===== src/rtl/mux16_rr_arbiter_pkg.sv =====
// ---------------------------------------------------------------------------
// mux16_rr_arbiter_pkg
// Shared constants for the 16-lane round-robin arbiter and its interface:
//   N_LANES  number of requester lanes sharing the bit-select mux
//   SEL_W    width of the mux select / lane index
//   CNT_W    width of the per-grant transfer counter
//   ST_IDLE / ST_GRANT  1-bit arbiter state encodings
// ---------------------------------------------------------------------------
package mux16_rr_arbiter_pkg;

    localparam int N_LANES = 16;
    localparam int SEL_W   = 4;
    localparam int CNT_W   = 8;

    localparam logic [0:0] ST_IDLE  = 1'b0;
    localparam logic [0:0] ST_GRANT = 1'b1;

endpackage


===== src/rtl/mux16_rr_arbiter_if.sv =====
// ---------------------------------------------------------------------------
// mux16_rr_arbiter_if
// Bundles the producer-lane and sink-side signals of the arbiter.
//   req/din      per-lane request and data bit (producers -> arbiter)
//   sel/gnt      registered mux select and one-hot grant (arbiter -> lanes)
//   dout         selected data bit to the sink
//   dout_valid   dout holds a transferable bit
//   dout_ready   sink accepts dout this cycle
//   busy         arbiter is in its GRANT state
// Modports: master = environment (producers + sink), slave = arbiter.
// ---------------------------------------------------------------------------
interface mux16_rr_arbiter_if;
    import mux16_rr_arbiter_pkg::*;

    logic [N_LANES-1:0] req;
    logic [N_LANES-1:0] din;
    logic [SEL_W-1:0]   sel;
    logic [N_LANES-1:0] gnt;
    logic               dout;
    logic               dout_valid;
    logic               dout_ready;
    logic               busy;

    modport master (
        output req, din, dout_ready,
        input  sel, gnt, dout, dout_valid, busy
    );

    modport slave (
        input  req, din, dout_ready,
        output sel, gnt, dout, dout_valid, busy
    );

endinterface


===== src/rtl/mux16to1_v2.sv =====
// ---------------------------------------------------------------------------
// mux16to1_v2
// 16:1 single-bit select mux shared by the arbiter datapath.
//   in   16 candidate bits
//   sel  index of the bit to forward
//   out  in[sel], purely combinational
// ---------------------------------------------------------------------------
module mux16to1_v2 (
    input  logic [15:0] in,
    input  logic [3:0]  sel,
    output logic        out
);

    assign out = in[sel];

endmodule


===== src/rtl/mux16_rr_arbiter.sv =====
// ---------------------------------------------------------------------------
// mux16_rr_arbiter
// Round-robin arbiter granting one of 16 lanes at a time onto the shared
// bit-select mux and streaming the granted lane's data bit to one sink over
// a valid/ready handshake. A grant lasts until the lane withdraws its request
// or HOLD_MAX transfers complete; priority then rotates past the lane.
// Parameters:
//   HOLD_MAX  transfers per grant before forced rotation (1..255)
// Ports:
//   clk  rising-edge clock
//   rst  synchronous active-high reset
//   bus  mux16_rr_arbiter_if.slave (req, din, dout_ready in;
//        sel, gnt, dout, dout_valid, busy out)
// ---------------------------------------------------------------------------
module mux16_rr_arbiter
    import mux16_rr_arbiter_pkg::*;
#(
    parameter int HOLD_MAX = 8
) (
    input  logic                  clk,
    input  logic                  rst,
    mux16_rr_arbiter_if.slave     bus
);

    logic [0:0]         state_q, state_d;
    logic [SEL_W-1:0]   ptr_q,   ptr_d;
    logic [SEL_W-1:0]   sel_q,   sel_d;
    logic [N_LANES-1:0] gnt_q,   gnt_d;
    logic [CNT_W-1:0]   cnt_q,   cnt_d;

    logic               dout_valid;
    logic               xfer;
    logic [SEL_W-1:0]   pick;

    // First requesting lane at or above p, wrapping 15 -> 0. Scanning the
    // offsets from highest to lowest lets the nearest hit overwrite the rest.
    function automatic logic [SEL_W-1:0] rr_pick(
        input logic [N_LANES-1:0] r,
        input logic [SEL_W-1:0]   p
    );
        logic [SEL_W-1:0] idx;
        rr_pick = p;
        for (int k = N_LANES - 1; k >= 0; k--) begin
            idx = p + SEL_W'(k);
            if (r[idx]) rr_pick = idx;
        end
    endfunction

    assign pick       = rr_pick(bus.req, ptr_q);
    assign dout_valid = (state_q == ST_GRANT) && bus.req[sel_q];
    assign xfer       = dout_valid && bus.dout_ready;

    always_comb begin
        state_d = state_q;
        ptr_d   = ptr_q;
        sel_d   = sel_q;
        gnt_d   = gnt_q;
        cnt_d   = cnt_q;
        if (state_q == ST_IDLE) begin
            if (bus.req != '0) begin
                sel_d   = pick;
                gnt_d   = N_LANES'(1) << pick;
                cnt_d   = '0;
                state_d = ST_GRANT;
            end
        end else begin
            if (xfer) begin
                cnt_d = cnt_q + CNT_W'(1);
            end
            // Withdrawal or an exhausted budget both end the grant; sel keeps
            // its value so dout still reflects the last lane while idle.
            if (!bus.req[sel_q] || (xfer && cnt_q == CNT_W'(HOLD_MAX - 1))) begin
                state_d = ST_IDLE;
                ptr_d   = sel_q + SEL_W'(1);
                gnt_d   = '0;
            end
        end
    end

    always_ff @(posedge clk) begin
        if (rst) begin
            state_q <= ST_IDLE;
            ptr_q   <= '0;
            sel_q   <= '0;
            gnt_q   <= '0;
            cnt_q   <= '0;
        end else begin
            state_q <= state_d;
            ptr_q   <= ptr_d;
            sel_q   <= sel_d;
            gnt_q   <= gnt_d;
            cnt_q   <= cnt_d;
        end
    end

    mux16to1_v2 u_mux (
        .in  (bus.din),
        .sel (sel_q),
        .out (bus.dout)
    );

    assign bus.sel        = sel_q;
    assign bus.gnt        = gnt_q;
    assign bus.dout_valid = dout_valid;
    assign bus.busy       = (state_q == ST_GRANT);

endmodule

===== src/flat_wrapper.sv =====
// flat-port wrapper written by rule: the top's interface ports become plain ports
module mux16_rr_arbiter_flat import mux16_rr_arbiter_pkg::*;
#(
    parameter int HOLD_MAX = 8
)
  (clk, rst, bus_req, bus_din, bus_dout_ready, bus_sel, bus_gnt, bus_dout, bus_dout_valid, bus_busy);
  mux16_rr_arbiter_if bus_i ();
  input  logic clk;
  input  logic rst;
  input wire logic [$bits(bus_i.req)-1:0] bus_req;
  input wire logic [$bits(bus_i.din)-1:0] bus_din;
  input wire logic [$bits(bus_i.dout_ready)-1:0] bus_dout_ready;
  output wire logic [$bits(bus_i.sel)-1:0] bus_sel;
  output wire logic [$bits(bus_i.gnt)-1:0] bus_gnt;
  output wire logic [$bits(bus_i.dout)-1:0] bus_dout;
  output wire logic [$bits(bus_i.dout_valid)-1:0] bus_dout_valid;
  output wire logic [$bits(bus_i.busy)-1:0] bus_busy;
  assign bus_i.req = bus_req;
  assign bus_i.din = bus_din;
  assign bus_i.dout_ready = bus_dout_ready;
  assign bus_sel = bus_i.sel;
  assign bus_gnt = bus_i.gnt;
  assign bus_dout = bus_i.dout;
  assign bus_dout_valid = bus_i.dout_valid;
  assign bus_busy = bus_i.busy;
  mux16_rr_arbiter #(.HOLD_MAX(HOLD_MAX)) u_core (.clk(clk), .rst(rst), .bus(bus_i));
endmodule

===== config.mk =====
export PLATFORM = sky130hd
export DESIGN_NAME = mux16_rr_arbiter_flat
export DESIGN_NICKNAME = d
export VERILOG_FILES = /design/src/rtl/mux16_rr_arbiter_pkg.sv /design/src/rtl/mux16_rr_arbiter_if.sv /design/src/rtl/mux16to1_v2.sv /design/src/rtl/mux16_rr_arbiter.sv /design/src/flat_wrapper.sv
export SDC_FILE = /design/constraint.sdc
export NUM_CORES = 1
export LEC_CHECK = 0
export ABC_AREA = 1
export BUFFER_PORTS_ARGS = -buffer_cell sky130_fd_sc_hd__buf_2
export CORE_ASPECT_RATIO = 1.75
export CORE_MARGIN = 5
export CORE_UTILIZATION = 50
export DETAILED_ROUTE_END_ITERATION = 8
export GPL_ROUTABILITY_DRIVEN = 1
export PLACE_DENSITY = 0.87
export SYNTH_ARGS = -nofsm -noshare
export SYNTH_HDL_FRONTEND = slang
export SYNTH_HIERARCHICAL = 1
export SYNTH_SLANG_ARGS = --single-unit

===== constraint.sdc =====
create_clock -name clk -period 2.95 [get_ports clk]
set_input_delay 0.885 -clock clk [delete_from_list [all_inputs] [get_ports clk]]
set_output_delay 0.885 -clock clk [all_outputs]
set_load 0.01 [all_outputs]

# Yosys cells after proc, flatten, opt, wreduce, memory -nomap -nowiden
# Cells that the tools add are included.
word_totals:
  regBits: 33
  in_bits: 35
  output_inout_bits: 23
  word_cells: 116
classes:
  n_addsub: 17
  magnitude_cmp: 17
  eq_ne: 3
  n_shift: 1
  mux: 61
  bitwise_logic: 1
  n_reduce_logical: 11
ops:
  columns: ["cell", "count"]
  rows:
  - ["$lt 4x5->1 const B", 17]
  - ["$bmux 1 s4", 18]
  - ["$mux 4", 16]
  - ["$mux 16", 3]
  - ["$add 4x4->4 const B", 8]
  - ["$mux 8", 3]
  - ["$mux 1", 21]
  - ["$add 4x3->4 const B", 4]
  - ["$reduce_bool 16->1", 1]
  - ["$shl 1x4->16 const A", 1]
  - ["$add 4x1->4 const B", 2]
  - ["$add 4x2->4 const B", 2]
  - ["$add 8x1->8 const B", 1]
  - ["$eq 8x3->1 const B", 1]
  - ["$reduce_and 2->1", 4]
  - ["$ne 2x2->1 const B", 2]
  - ["$logic_and 1x1->1", 3]
  - ["$reduce_bool 2->1", 1]
  - ["$logic_not 1->1", 1]
  - ["$logic_or 1x1->1", 1]
  - ["$not 1->1", 1]

# Depth between registers and ports, before layout
logic_depth:
  depth_word: 22
  ltp_mapped: 33
  ltp_nobuf: 32

# By module
# Netlist, hierarchy kept.
modules_own_cells:
  columns: ["module", "n_inst", "cells_each", "area_per_inst_um2", "seq_area_each_um2"]
  rows:
  - ["mux16_rr_arbiter", 1, 572, 3216.8, 660.6]
  - ["mux16to1_v2", 1, 50, 230.2, 0.0]

# Least setup slack after synthesis
# OpenSTA, ideal clock, no wires.
synth_path:
  path_kind: "reg2reg"
  start: "reg u_core.ptr_q[1]"
  end: "reg u_core.gnt_q[11], in the netlist u_core/bus.gnt[11]"
  setup_ns: 0.128
  t_arrival_ns: 2.802
  t_required_ns: 2.822
  setup_slack_ns: 0.020
  path_stages_with_launch: 30
  path_buffers: 2
  synth_period_minus_slack_ns: 2.930
  path_cell_list: "dfxtp_1 -> inv_1 -> buf_2 -> ha_1 -> buf_2 -> nand3_1 -> nand3_1 -> nand3_1 -> nand2_1 -> nand2_1 -> nand3_1 -> nand2_1 -> nand2_1 -> nand2_1 -> nand2_1 -> nand2_1 -> nand2_1 -> nand2_1 -> nand2_1 -> nand2_1 -> nand2_1 -> nand2_1 -> nand2_1 -> nand2_1 -> nand2_1 -> nand2_2 -> nand3_1 -> nor2_1 -> nor2_1 -> nor2_1"
synth_between:
  elab_chain_cells: 22
  elab_cells_between_ends: 66
  classes_between: "add/sub: 15; shift: 1; mux: 50"
synth_lines:
  columns: ["element", "line", "rtl"]
  rows:
  - ["from (decl)", "mux16_rr_arbiter.sv:26", "logic [SEL_W-1:0] ptr_q, ptr_d;"]
  - ["from (signal assigned)", "mux16_rr_arbiter.sv:89", "ptr_q <= ptr_d;"]
  - ["$add 4x4->4", "mux16_rr_arbiter.sv:44", "idx = p + SEL_W'(k);"]
  - ["$bmux 1 s4", "mux16_rr_arbiter.sv:45", "if (r[idx]) rr_pick = idx;"]
  - ["$mux 1 (not written as such)", "mux16_rr_arbiter.sv:45", null]
  - ["$mux 4 (15 in a row)", "mux16_rr_arbiter.sv:45", null]
  - ["$mux 4 *", "mux16_rr_arbiter.sv:45", null]
  - ["$shl 1x4->16 *", "mux16_rr_arbiter.sv:62", "gnt_d = N_LANES'(1) << pick;"]
  - ["$mux 16 *", "mux16_rr_arbiter.sv:60", "if (bus.req != '0) begin"]
  - ["$mux 16 *", "mux16_rr_arbiter.sv:59", "if (state_q == ST_IDLE) begin"]
  - ["to (signal assigned)", "mux16_rr_arbiter.sv:91", "gnt_q <= gnt_d;"]
  - ["to (decl)", "mux16_rr_arbiter.sv:28", "logic [N_LANES-1:0] gnt_q, gnt_d;"]
# Every way passes the cells marked *; elsewhere a longest branch is shown, timed or not. The select of a mux whose other input is x is not followed.
# A chain may end at the register's enable or synchronous reset.

# Worst setup path after layout
layout_path:
  start: "in bus_req[8]"
  end: "reg u_core.gnt_q[9], in the netlist u_core/bus.gnt[9]"
layout_between:
  elab_chain_cells: 21
  elab_cells_between_ends: 62
  classes_between: "eq/ne: 1; shift: 1; mux: 52; reduce/logical: 8"
layout_lines:
  columns: ["element", "line", "rtl"]
  rows:
  - ["from (decl)", "flat_wrapper.sv:10", "input wire logic [$bits(bus_i.req)-1:0] bus_req;"]
  - ["$bmux 1 s4", "mux16_rr_arbiter.sv:45", null]
  - ["$mux 1 (not written as such)", "mux16_rr_arbiter.sv:45", null]
  - ["$mux 4 (16 in a row)", "mux16_rr_arbiter.sv:45", null]
  - ["$shl 1x4->16", "mux16_rr_arbiter.sv:62", null]
  - ["$mux 16", "mux16_rr_arbiter.sv:60", null]
  - ["$mux 16", "mux16_rr_arbiter.sv:59", null]
# Parallel ways exist; a longest one is shown, timed or not. The select of a mux whose other input is x is not followed.

==> results.md <==
- R2r worst-path depth: 28
- Post-Syn Nets: about 670
- # nets final: between 700 and 800
- Hold_ws: approximately 460 ps
- Worst skew pair latency: between 200 and 300 ps
- Main flop type after synthesis: dfxtp_1
- Synth cell types: 37
- Clock Sinks: 33
- Largest net degree at the start of global routing: 21
- Final wirelength: 13800 um
- Register area: around 670 um2
- Dominant cell type by area after synthesis: nand2_1
- Cells after Synth: around 620
- DP Wirelength: approximately 9000 um
- Die area: a little under 9000 um2
- Overflow after GRT: 0
- DR DRC count: 0
- Final WS setup: -155 ps
- Core area: ~6800 um2
- Synth top cells by count: nand2_1, nand3_1, inv_1
- Fillers: around 500
- YS warnings: 6
- Place WS: -188 ps
- Main combinational cell family by area after synthesis: simple AND/OR/NAND/NOR gates
- Worst Tran Pin Value: between 500 and 600 ps
- Post-Syn Area: 3450 um2
- Vias in the first global route: ~4400
- Cts bufs inserted: 5
- Drt wl/cell: approximately 17 um
- Fraction of synthesized area in multiplexers: 0
- Synth Area in Simple Gates: 0.478
- Die span in y: between 100 and 150 um
- Synth-to-Final Area Change: 42.8%
- Fraction of layout cells with a size suffix above 1: 0.390
- Status: complete, but fails checks
- CTS Hold Bufs: 0
- Yosys reg bits: 33
- Max Cap Viol: 0
- Hold EP: u_core/bus.gnt[13]$_SDFFE_PP0P_
- Arr. time, crit path: 3300 ps
- Root Buffer: clkbuf_16
- Hold path startpoint: u_core/bus.gnt[13]$_SDFFE_PP0P_
- Setup TNS: -1690 ps
- CTS tree: done
- Die span in x: between 70 and 80 um
- Most frequent cell after synthesis: nand2_1
- Via Count: between 4000 and 5000
- Failing checks: negative setup slack
- Clock-pin slew on the worst setup and hold paths: around 50 ps
- Hold-critical path depth: 2
- Synth top area share: 0.224
- Fin crit share: 1.05
- Remaining antenna violation count after routing: 0
- EDFF count, synth: 0
- H-Tree Depth: 2
- Worst min-delay path category: flop to flop
- Clk buf depth: 2
- 1st-iter DRT viols: 511
- RSZ-0062 raised after global routing: true
- Sequential area share after synthesis: 0.192
- Period minus WS final: approximately 3100 ps
- Startpoint Class: input port
- N_diodes: 0
- First-pass GRT wire length: 18500 um
- Max-Slew Margin vs Limit: 0.628
- Compound-Gate Fraction of Synth Area: 0.141
- Final setup fails: 16
- IO Count: 58
- Area occupied by multi-input gates: approximately 2900 um2
- Worst Path Class, Setup: input port to flop
- Placed Area: just over 4000 um2
- Port Buffer Count: 57
- Pins Over Slew Limit: 0
- Initial core utilization: 0.506
- Worst r2r dst: u_core/bus.gnt[9]$_SDFFE_PP0P_
- Skew final: between 7 and 8 ps
- Via/cell ratio: ~6
- Initial antenna violation count: 0
- Post-synth ARST share: 0
- FP Rows: 40
- R2R setup slack: -90 ps
- Critical Path End Type: flop
- GRT Total Usage: 0.261
- CP required: roughly 3200 ps
- First drt pass iteration count: 5
- Top post-synthesis cells by area: nand2_1, dfxtp_1, nand3_1
- Post-Synth XOR/XNOR Area: 0.0258
- Final Cell Area: between 4000 and 5000 um2
- Final hold violations: 0
- RePlAce Congestion: roughly 1
- FMAX: ~320 MHz
- Post-synthesis adder-cell area fraction: 0.0327
- Reg2Reg Launch Point: u_core/ptr_q[0]$_SDFFE_PP0P_
- CP Max Fanout: 8
- Syn_area_per_cell: 5.54 um2
-- state kept, by name, summed over array words and instances (netlist names) --
register         flops
u_core/ptr_q         4
u_core/bus.sel       4
u_core/bus.busy      1
u_core/cnt_q         8
u_core/bus.gnt      16
-- final cells by class --
class | instances | share of cell area
clock buffers | 5 | 0.0254
well taps | 84 | 0.0214
repair buffers | 113 | 0.157
inverters | 94 | 0.0773
flip-flops and latches | 33 | 0.135
clock inverters | 3 | 0.00356
multi-input cells | 481 | 0.580
-- logic make-up after synthesis --
group / Yosys count
AOI/OAI and AO/OA: 88
xor gates and xnor gates: 8
adders and majority gates: 9
buffers and inverters: 108
DFF: 33
and+or+nand+nor: 376
-- critical path: stages --
cell and delay [ps]:
buf_2 130, nand2_2 120, nand3_1 160, nand3_1 160, o21ai_4 110, nand2_2 90
buf_4 140, nand2_1 70, inv_1 40, nand2_1 70, nand2_1 60, nand2_1 50
nand2_1 60, nand2_1 70, nand2_1 50, nand2_1 50, nand2_1 60, nand2_1 60
nand2_1 40, nand2_1 60, nand2_1 70, nand2_2 100, nand2_1 80, nor2_2 100
buf_6 140, nand3_1 100, a21oi_1 160
-- through the flow --
step / util / instances
floorplan: - / 622
global placement: 0.598 / 792
detailed placement: 0.598 / 792
CTS: 0.624 / 801
global route: 0.723 / 813
finish: 0.723 / 813
-- routing by layer --
metal  vias to the layer above  track usage  share of wire  routed length, um
met5                         -            0              0                  0
met4                         0        0.223          0.095               1310
met3                       126       0.0293          0.063                875
met2                       316        0.472           0.52               7180
met1                      2168        0.249           0.32               4460
li1                       2212            -              -                  -
-- timing repair --
| action | in CTS | in global routing |
|---|---|---|
| gates resized for setup | 9 | 156 |
| endpoints found under the setup margin | 15 | 23 |
| buffers inserted | 1 | 12 |
| pin swaps | 2 | 26 |
-- cell usage in the layout (no fill, tap or decap), types with 4 or more instances in the layout --
master	n
nand2_1	164
inv_1	70
nand3_1	57
buf_2	51
buf_4	49
nand2_2	46
nand3_2	42
a21oi_1	35
dfxtp_1	30
nor2_1	27
o21ai_0	21
inv_2	15
nand2_4	14
buf_6	10
a21oi_2	9
nor2_2	8
inv_4	6
clkbuf_16	5
o21ai_1	5
nor3_1	5
ha_1	5
nor4_1	4
xor2_2	4
-- worst max-delay path by stage --
stage / startpoint / cells after the start / slack [ps] / to
floorplan: u_core/ptr_q[1]$_SDFFE_PP0P_ / 29 / 20 / u_core/bus.gnt[11]$_SDFFE_PP0P_
global placement: bus_req[15] / 27 / -130 / u_core/bus.gnt[2]$_SDFFE_PP0P_
detailed placement: bus_req[13] / 15 / -190 / u_core/bus.gnt[11]$_SDFFE_PP0P_
CTS: u_core/ptr_q[1]$_SDFFE_PP0P_ / 28 / 2 / u_core/bus.gnt[4]$_SDFFE_PP0P_
global route: u_core/ptr_q[1]$_SDFFE_PP0P_ / 28 / -300 / u_core/bus.gnt[9]$_SDFFE_PP0P_
finish: bus_req[8] / 27 / -150 / u_core/bus.gnt[9]$_SDFFE_PP0P_
Power is left out: the tool's default activity adds up to more than one toggle a clock period on the data nets, which glitch-free logic cannot reach.
